File: src/rtl/mips_dmem_mmio.sv
// mips_dmem_mmio: M-stage data memory responder with word RAM and a small MMIO window (LEDs, switches, cycle counter, timer compare, sticky status).
module mips_dmem_mmio #(
  parameter int          RAM_WORDS = 64,
  parameter logic [31:0] IO_BASE   = 32'hFFFF_0000
) (
  input  logic        clk,
  input  logic        reset,
  input  logic        memwrite,
  input  logic [31:0] adr,
  input  logic [31:0] writedata,
  output logic [31:0] readdata,
  input  logic [15:0] switches,
  output logic [15:0] leds,
  output logic        timer_irq,
  output logic        bus_err
);
  localparam int          AW        = $clog2(RAM_WORDS);
  localparam logic [31:0] RAM_BYTES = 32'(RAM_WORDS * 4);
  logic [31:0] mem [RAM_WORDS];
  logic [15:0] leds_q, leds_d, sw1_q, sw2_q;
  logic [31:0] cyc_q, cyc_d, cmp_q, cmp_d, io_rd;
  logic [1:0]  st_q, st_d, clr;
  logic        is_ram, is_io, wr_io, match, berr;
  logic [2:0]  sel;
  logic [AW-1:0] idx;
  assign is_ram = adr < RAM_BYTES;
  assign is_io  = adr[31:5] == IO_BASE[31:5];
  assign sel    = adr[4:2];
  assign idx    = adr[AW+1:2];
  assign wr_io  = memwrite && is_io;
  assign match  = cyc_q == cmp_q && cmp_q != '0;
  assign berr   = memwrite && !is_ram && !is_io;
  assign leds_d = wr_io && sel == 3'd0 ? writedata[15:0] : leds_q;
  assign cyc_d  = wr_io && sel == 3'd2 ? '0 : cyc_q + 32'd1;
  assign cmp_d  = wr_io && sel == 3'd3 ? writedata : cmp_q;
  assign clr    = wr_io && sel == 3'd4 ? writedata[1:0] : 2'b00;
  // set terms are OR'd after the clear so a same-cycle set beats W1C
  assign st_d   = (st_q & ~clr) | {berr, match};
  always_comb begin
    io_rd = sel == 3'd0 ? {16'b0, leds_q} :
            sel == 3'd1 ? {16'b0, sw2_q} :
            sel == 3'd2 ? cyc_q :
            sel == 3'd3 ? cmp_q :
            sel == 3'd4 ? {30'b0, st_q} : '0;
    readdata = is_ram ? mem[idx] : is_io ? io_rd : '0;
  end
  always_ff @(posedge clk)
    if (!reset && memwrite && is_ram) mem[idx] <= writedata;
  always_ff @(posedge clk) begin
    if (reset) begin
      leds_q <= '0;
      sw1_q  <= '0;
      sw2_q  <= '0;
      cyc_q  <= '0;
      cmp_q  <= '0;
      st_q   <= '0;
    end else begin
      leds_q <= leds_d;
      sw1_q  <= switches;
      sw2_q  <= sw1_q;
      cyc_q  <= cyc_d;
      cmp_q  <= cmp_d;
      st_q   <= st_d;
    end
  end
  assign leds      = leds_q;
  assign timer_irq = st_q[0];
  assign bus_err   = st_q[1];
endmodule

File: config.mk
export PLATFORM = sky130hd
export DESIGN_NAME = mips_dmem_mmio
export DESIGN_NICKNAME = d
export VERILOG_FILES = /design/src/rtl/mips_dmem_mmio.sv
export SDC_FILE = /design/constraint.sdc
export NUM_CORES = 2
export LEC_CHECK = 0
export ABC_CLOCK_PERIOD_IN_PS = 5000
export CAP_MARGIN = 20
export CELL_PAD_IN_SITES_DETAIL_PLACEMENT = 0
export CELL_PAD_IN_SITES_GLOBAL_PLACEMENT = 1
export CORE_MARGIN = 2
export CORE_UTILIZATION = 25
export DETAILED_ROUTE_END_ITERATION = 10
export PLACE_DENSITY_LB_ADDON = 0.1
export SYNTH_ARGS = -nofsm -noshare
export SYNTH_HDL_FRONTEND = slang
export SYNTH_SLANG_ARGS = --single-unit
File: constraint.sdc
create_clock -name clk -period 5 [get_ports clk]
set_input_delay 1.25 -clock clk [delete_from_list [all_inputs] [get_ports clk]]
set_output_delay 1.25 -clock clk [all_outputs]
set_load 0.005 [all_outputs]
Yosys cells after proc, flatten, opt, wreduce, memory -nomap -nowiden --
Memories as Yosys holds them, arrays and structs flattened. Index checks and enable logic that the tools add are counted. W data, S select, Z words.
Storage, ports and cells: memories 1, output and inout bits 50, register bits 114, memory bits (writable) 2048, logic and storage cells 44, bits of input ports 83
Cells by class: eq/ne operators 6, add/subtract/negate cells 1, mux-type cells 10, $lt $le $gt $ge 1, bitwise gates (word level) 3, reductions and logical operators 16
Memory list:
- mem | depth 64, width 32, rd ports 1, clocked after memory_dff 0, wr ports 1, RTL line 19 | logic [31:0] mem [RAM_WORDS];
Operators by type and width (number):
- $mux W32 | 6
- $add A32 B1 Y32 const B | 1
- $eq A32 B32 Y1 | 1
- $lt A32 B9 Y1 const B | 1
- $reduce_bool A32 Y1 | 1
- $eq A27 B27 Y1 const B | 1
- $logic_and A1 B1 Y1 | 10
- $eq A3 B2 Y1 const B | 2
- $mux W2 | 2
- $eq A3 B1 Y1 const B | 1
- $eq A3 B3 Y1 const B | 1
- $logic_not A1 Y1 | 3
- $logic_not A3 Y1 | 1
- $and A2 B2 Y2 | 1
- $mux W1 | 2
- $not A2 Y2 | 1
- $or A2 B2 Y2 | 1
- $reduce_or A2 Y1 | 1

Depth between registers and ports, before layout --
depth in word-level cells 8, depth in mapped cells 12, gate-level depth less buffers 6

Worst setup path after synthesis --
OpenSTA, ideal clock, no wires.
path kind input to register, from in adr[3], to mem mem[14][0], enable pin, arrival 4.394 ns, buffers on the path 7, required time 4.579 ns, stages 9, setup slack 0.185 ns, library setup time 0.421 ns, path through buf_2 -> buf_2 -> buf_2 -> buf_2 -> buf_2 -> buf_2 -> buf_1 -> nand3_1 -> nor2_1
On the way: longest elaborated chain between the ends 4
Ends and longest elaborated chain:
- start: declaration | RTL line 9 | input logic [31:0] adr,
- $lt A32 B9 Y1 | RTL line 26 | assign is_ram = adr < RAM_BYTES;
- $logic_and A1 B1 Y1 | RTL line 48 | if (!reset && memwrite && is_ram) mem[idx] <= writedata;
- $mux W1 | RTL line 48
- $mux W1 (not written as such) | RTL line 48
- end: declaration | RTL line 19
Parallel ways exist; a longest one is shown, timed or not.

Final worst setup path --
from in adr[3], to out readdata[28]
On the way: longest elaborated chain between the ends 7, elaborated cells on any way between the ends 12, those cells by class order compare (1); eq/ne (3); mux (6); reduce/logical (1); memory (1)
Ends and longest elaborated chain:
- branches (longest 6 deep; another with $lt A32 B9 Y1)
- $mux W32 * | RTL line 45 | readdata = is_ram ? mem[idx] : is_io ? io_rd : '0;
- end: declaration | RTL line 11 | output logic [31:0] readdata,
Every way passes the cells marked *.

==> flow_summary.toml <==
[clocking]
cts_tree = "yes"
clockBufferDepth = 4
path_clk_slew_ns = 0.06
cts_made_buffers = 242
htreeDepth = 4
cts.sink_count = 2162
clk_latency_ns = 0.94
root_buffer = "clkbuf_16"

[timing]
rsz0062_at_grt = "yes"
worstMarginPinSlew_ns = 1.25
finalClockSkew_ns = 0.0290
finalMaxSlewViolations = 0
finalHoldViolCount = 0
fmax_mhz = 192
worst_hold_slack_ns = 0.432
slew_headroom = 0.165
setup_ws_ns = -0.197
finalSetupViolCount = 10
post-route-min-period_ns = 5.20
fin_crit_sh = 1.04

[yosys]
synth_cell_type_count = 73
synth_compound_area_frac = 0.0834
ys_seq_elements = 2162
netlist_top_cells_area = "edfxtp_1 73%, mux4_2 4.1%, mux2i_1 3.7%"
syn_avg_cell_area_sq_um = 17.7
yosys.cell_count.top_type = "edfxtp_1"
synth_largest_area_cell = "edfxtp_1"
yosysWarnings = 0
synthesis.nets = 4839
synth_top_area_share = 0.731
async_reset_ff_frac = 0
synth-xor-area-share = 0.00604
synth_simple_gate_area_frac = 0.0352
syn_inst = 4755
muxShareOfSynthArea = 0.100
syn_area_sq_um = 84100
ys_top_cells_by_count = "2048 x edfxtp_1, 310 x mux2i_1, 208 x nor2_1"
synth_top_family_by_area = "multiplexers"
yosysSeqAreaShare = 0.758
synth-edff-count = 2048
synth-adder-area-share = 0.000149
synth-main-ff-cell = "edfxtp_1"

[worst_setup_path]
endpoint_kind = "output pin"
critPathLaunchType = "input port"
critPathRequiredTime_ns = 3.75
crit_type = "in2out"
crit_fanout = 9
crit_arrival_ns = 3.95

[layout]
stdcell_count = 10600
drive_gt1_frac = 0.360
area_growth_pct = 34.5
fillers = 32300
nets = 6022

[pwr]
switching_share = 0.235
p_leak_nw = 37.7
peakVddDrop_mv = 0.304
pwr-share-clk = 0.435
power.internal_mw = 31.2
powerDensity_nw_per_um2 = 360
p_switching_mw = 9.56
comb_power_share = 0.078
pwr-share-seq = 0.486

[detailed_routing]
ant_nets = 0
drt_first_pass_iters = 6
wl_mm = 380
drc = 0
wl_per_cell_microns = 36.1
vias = 52600
vias_per_cell = 4.98
drt_iter0_drc = 5385

[global_routing]
grt-ovfl-total = 0
grt_first_pass_wirelength_mm = 503
grt_pass1_vias = 52500
grt_max_degree = 67
antenna_found_initial = 28
track_usage = 0.219

[status]
violations = "negative setup slack"
status = "finished, violations left"

[floorplan]
rows = 213
fp.coreArea_sq_um = 336000
dieArea_sq_um = 341000
fp.dieH_microns = 584
die_w_microns = 584
io_pins = 133
initial_core_util = 0.251

[placed_design]
gp_congestion = 0.809
dp.cells = 9896
dp_hpwl_mm = 250
io_buffers = 130

[worst_hold_path]
hold_class = "reg2reg"

[job]
drv_cap = 0
==> cells in the final DEF (no fill, tap or decap), drive strengths merged, types with 10 or more instances in the layout <==
master / instances
nor4: 27
a22o: 55
o21ai: 91
clkinv: 103
nand3: 51
nand4: 41
o22a: 16
bufinv: 21
mux2: 166
o221ai: 13
a31oi: 42
edfxtp: 2048
clkbuf: 320
o2bb2ai: 13
dfxtp: 114
a22oi: 175
o22ai: 96
a21oi: 132
nor3b: 12
clkdlybuf4s50: 44
xor2: 15
nor2: 208
mux4: 154
buf: 1201
nor2b: 40
nand2: 140
a211oi: 15
bufbuf: 10
mux2i: 310
a222oi: 13
a221o: 52
a221oi: 170
nand2b: 10
inv: 13
xnor2: 43
and3: 22
==> worst max-delay path: stages <==
cell       delay (ns)
bufbuf_16        0.30
buf_4            0.26
mux4_2           0.37
a32oi_4          0.31
o211ai_1         0.15
buf_4            0.18
a311o_1          0.39
nor4_2           0.30
buf_4            0.20
o22ai_4          0.08
buf_2            0.14
==> through the flow <==
stage | cell area, sq um | worst slack, ns | util | TNS (ns) | total power [mW]
6_report | 113000 | -0.197 | 0.337 | -0.822 | 40.8
5_1_grt | 113000 | -0.232 | 0.337 | -1.43 | 41.9
4_1_cts | 112000 | -0.213 | 0.333 | -1.35 | 41.1
3_5_place_dp | 100000 | -1.34 | 0.299 | -29.57 | 22.9
3_3_place_gp | 100000 | -1.50 | 0.299 | -30.49 | 22.9
2_1_floorplan | 84100 | 0.185 | - | 0 | 21.1
==> state kept, by name (all words and copies together) (netlist names) <==
register / cells
mem: 2048
cmp_q: 32
cyc_q: 32
leds: 16
sw1_q: 16
sw2_q: 16
st_q: 2
==> final timing paths <==
kind	slack (ns)	cells after the start	start	end
worst min-delay path	0.43	1	sw1_q[10]	sw2_q[10]
worst min register to register	0.43	1	sw1_q[10]	sw2_q[10]
worst max-delay path	-0.20	11	adr[3]	readdata[28]
worst max register to register	2.54	6	cyc_q[2]	cyc_q[31]
==> what timing repair did <==
action	CTS	global route
buffers inserted	150	59
gates resized for setup	590	173
endpoints found under the setup margin	32	30
pin swaps	107	98
cloned	15	3
hold buffers	0	0
==> kinds of logic after synthesis <==
family	after synthesis
adder cells (fa/ha/maj)	1
buffers and inverters	342
AO/OA/AOI/OAI	954
multiplexers	630
AND/OR/NAND/NOR	608
XOR/XNOR	58
flip-flops	2162
==> power by group through the flow <==
| stage | combinational [mW] | clock [mW] | sequential [mW] |
|---|---|---|---|
| 6_report | 3.19 | 17.8 | 19.8 |
| 5_1_grt | 3.31 | 18.8 | 19.8 |
| 4_1_cts | 3.11 | 18.2 | 19.8 |
| 3_5_place_dp | 2.74 | 0 | 20.2 |
| 3_3_place_gp | 2.73 | 0 | 20.2 |
| 2_1_floorplan | 0.920 | 0 | 20.2 |
==> metal layers <==
| metal | track usage | up-vias | part of all wire |
|---|---|---|---|
| li1 | - | 22000 | - |
| met1 | 0.306 | 28700 | 0.45 |
| met2 | 0.367 | 1473 | 0.48 |
| met3 | 0.0284 | 377 | 0.046 |
| met4 | 0.0359 | 6 | 0.021 |
| met5 | 0 | - | 0.00011 |
==> final cells by class <==
class	instances	area (sq um)	share of cell area
Sequential cell	2162	63800	0.564
Multi-Input combinational cell	2251	21500	0.190
Timing Repair Buffer	1273	14700	0.130
Clock buffer	314	6450	0.0570
Tap cell	4407	5510	0.0487
Clock inverter	131	1220	0.0108
Inverter	8	45.0	0.000398
Antenna cell	6	15.0	0.000133
Power figures use the tool's default switching activity.
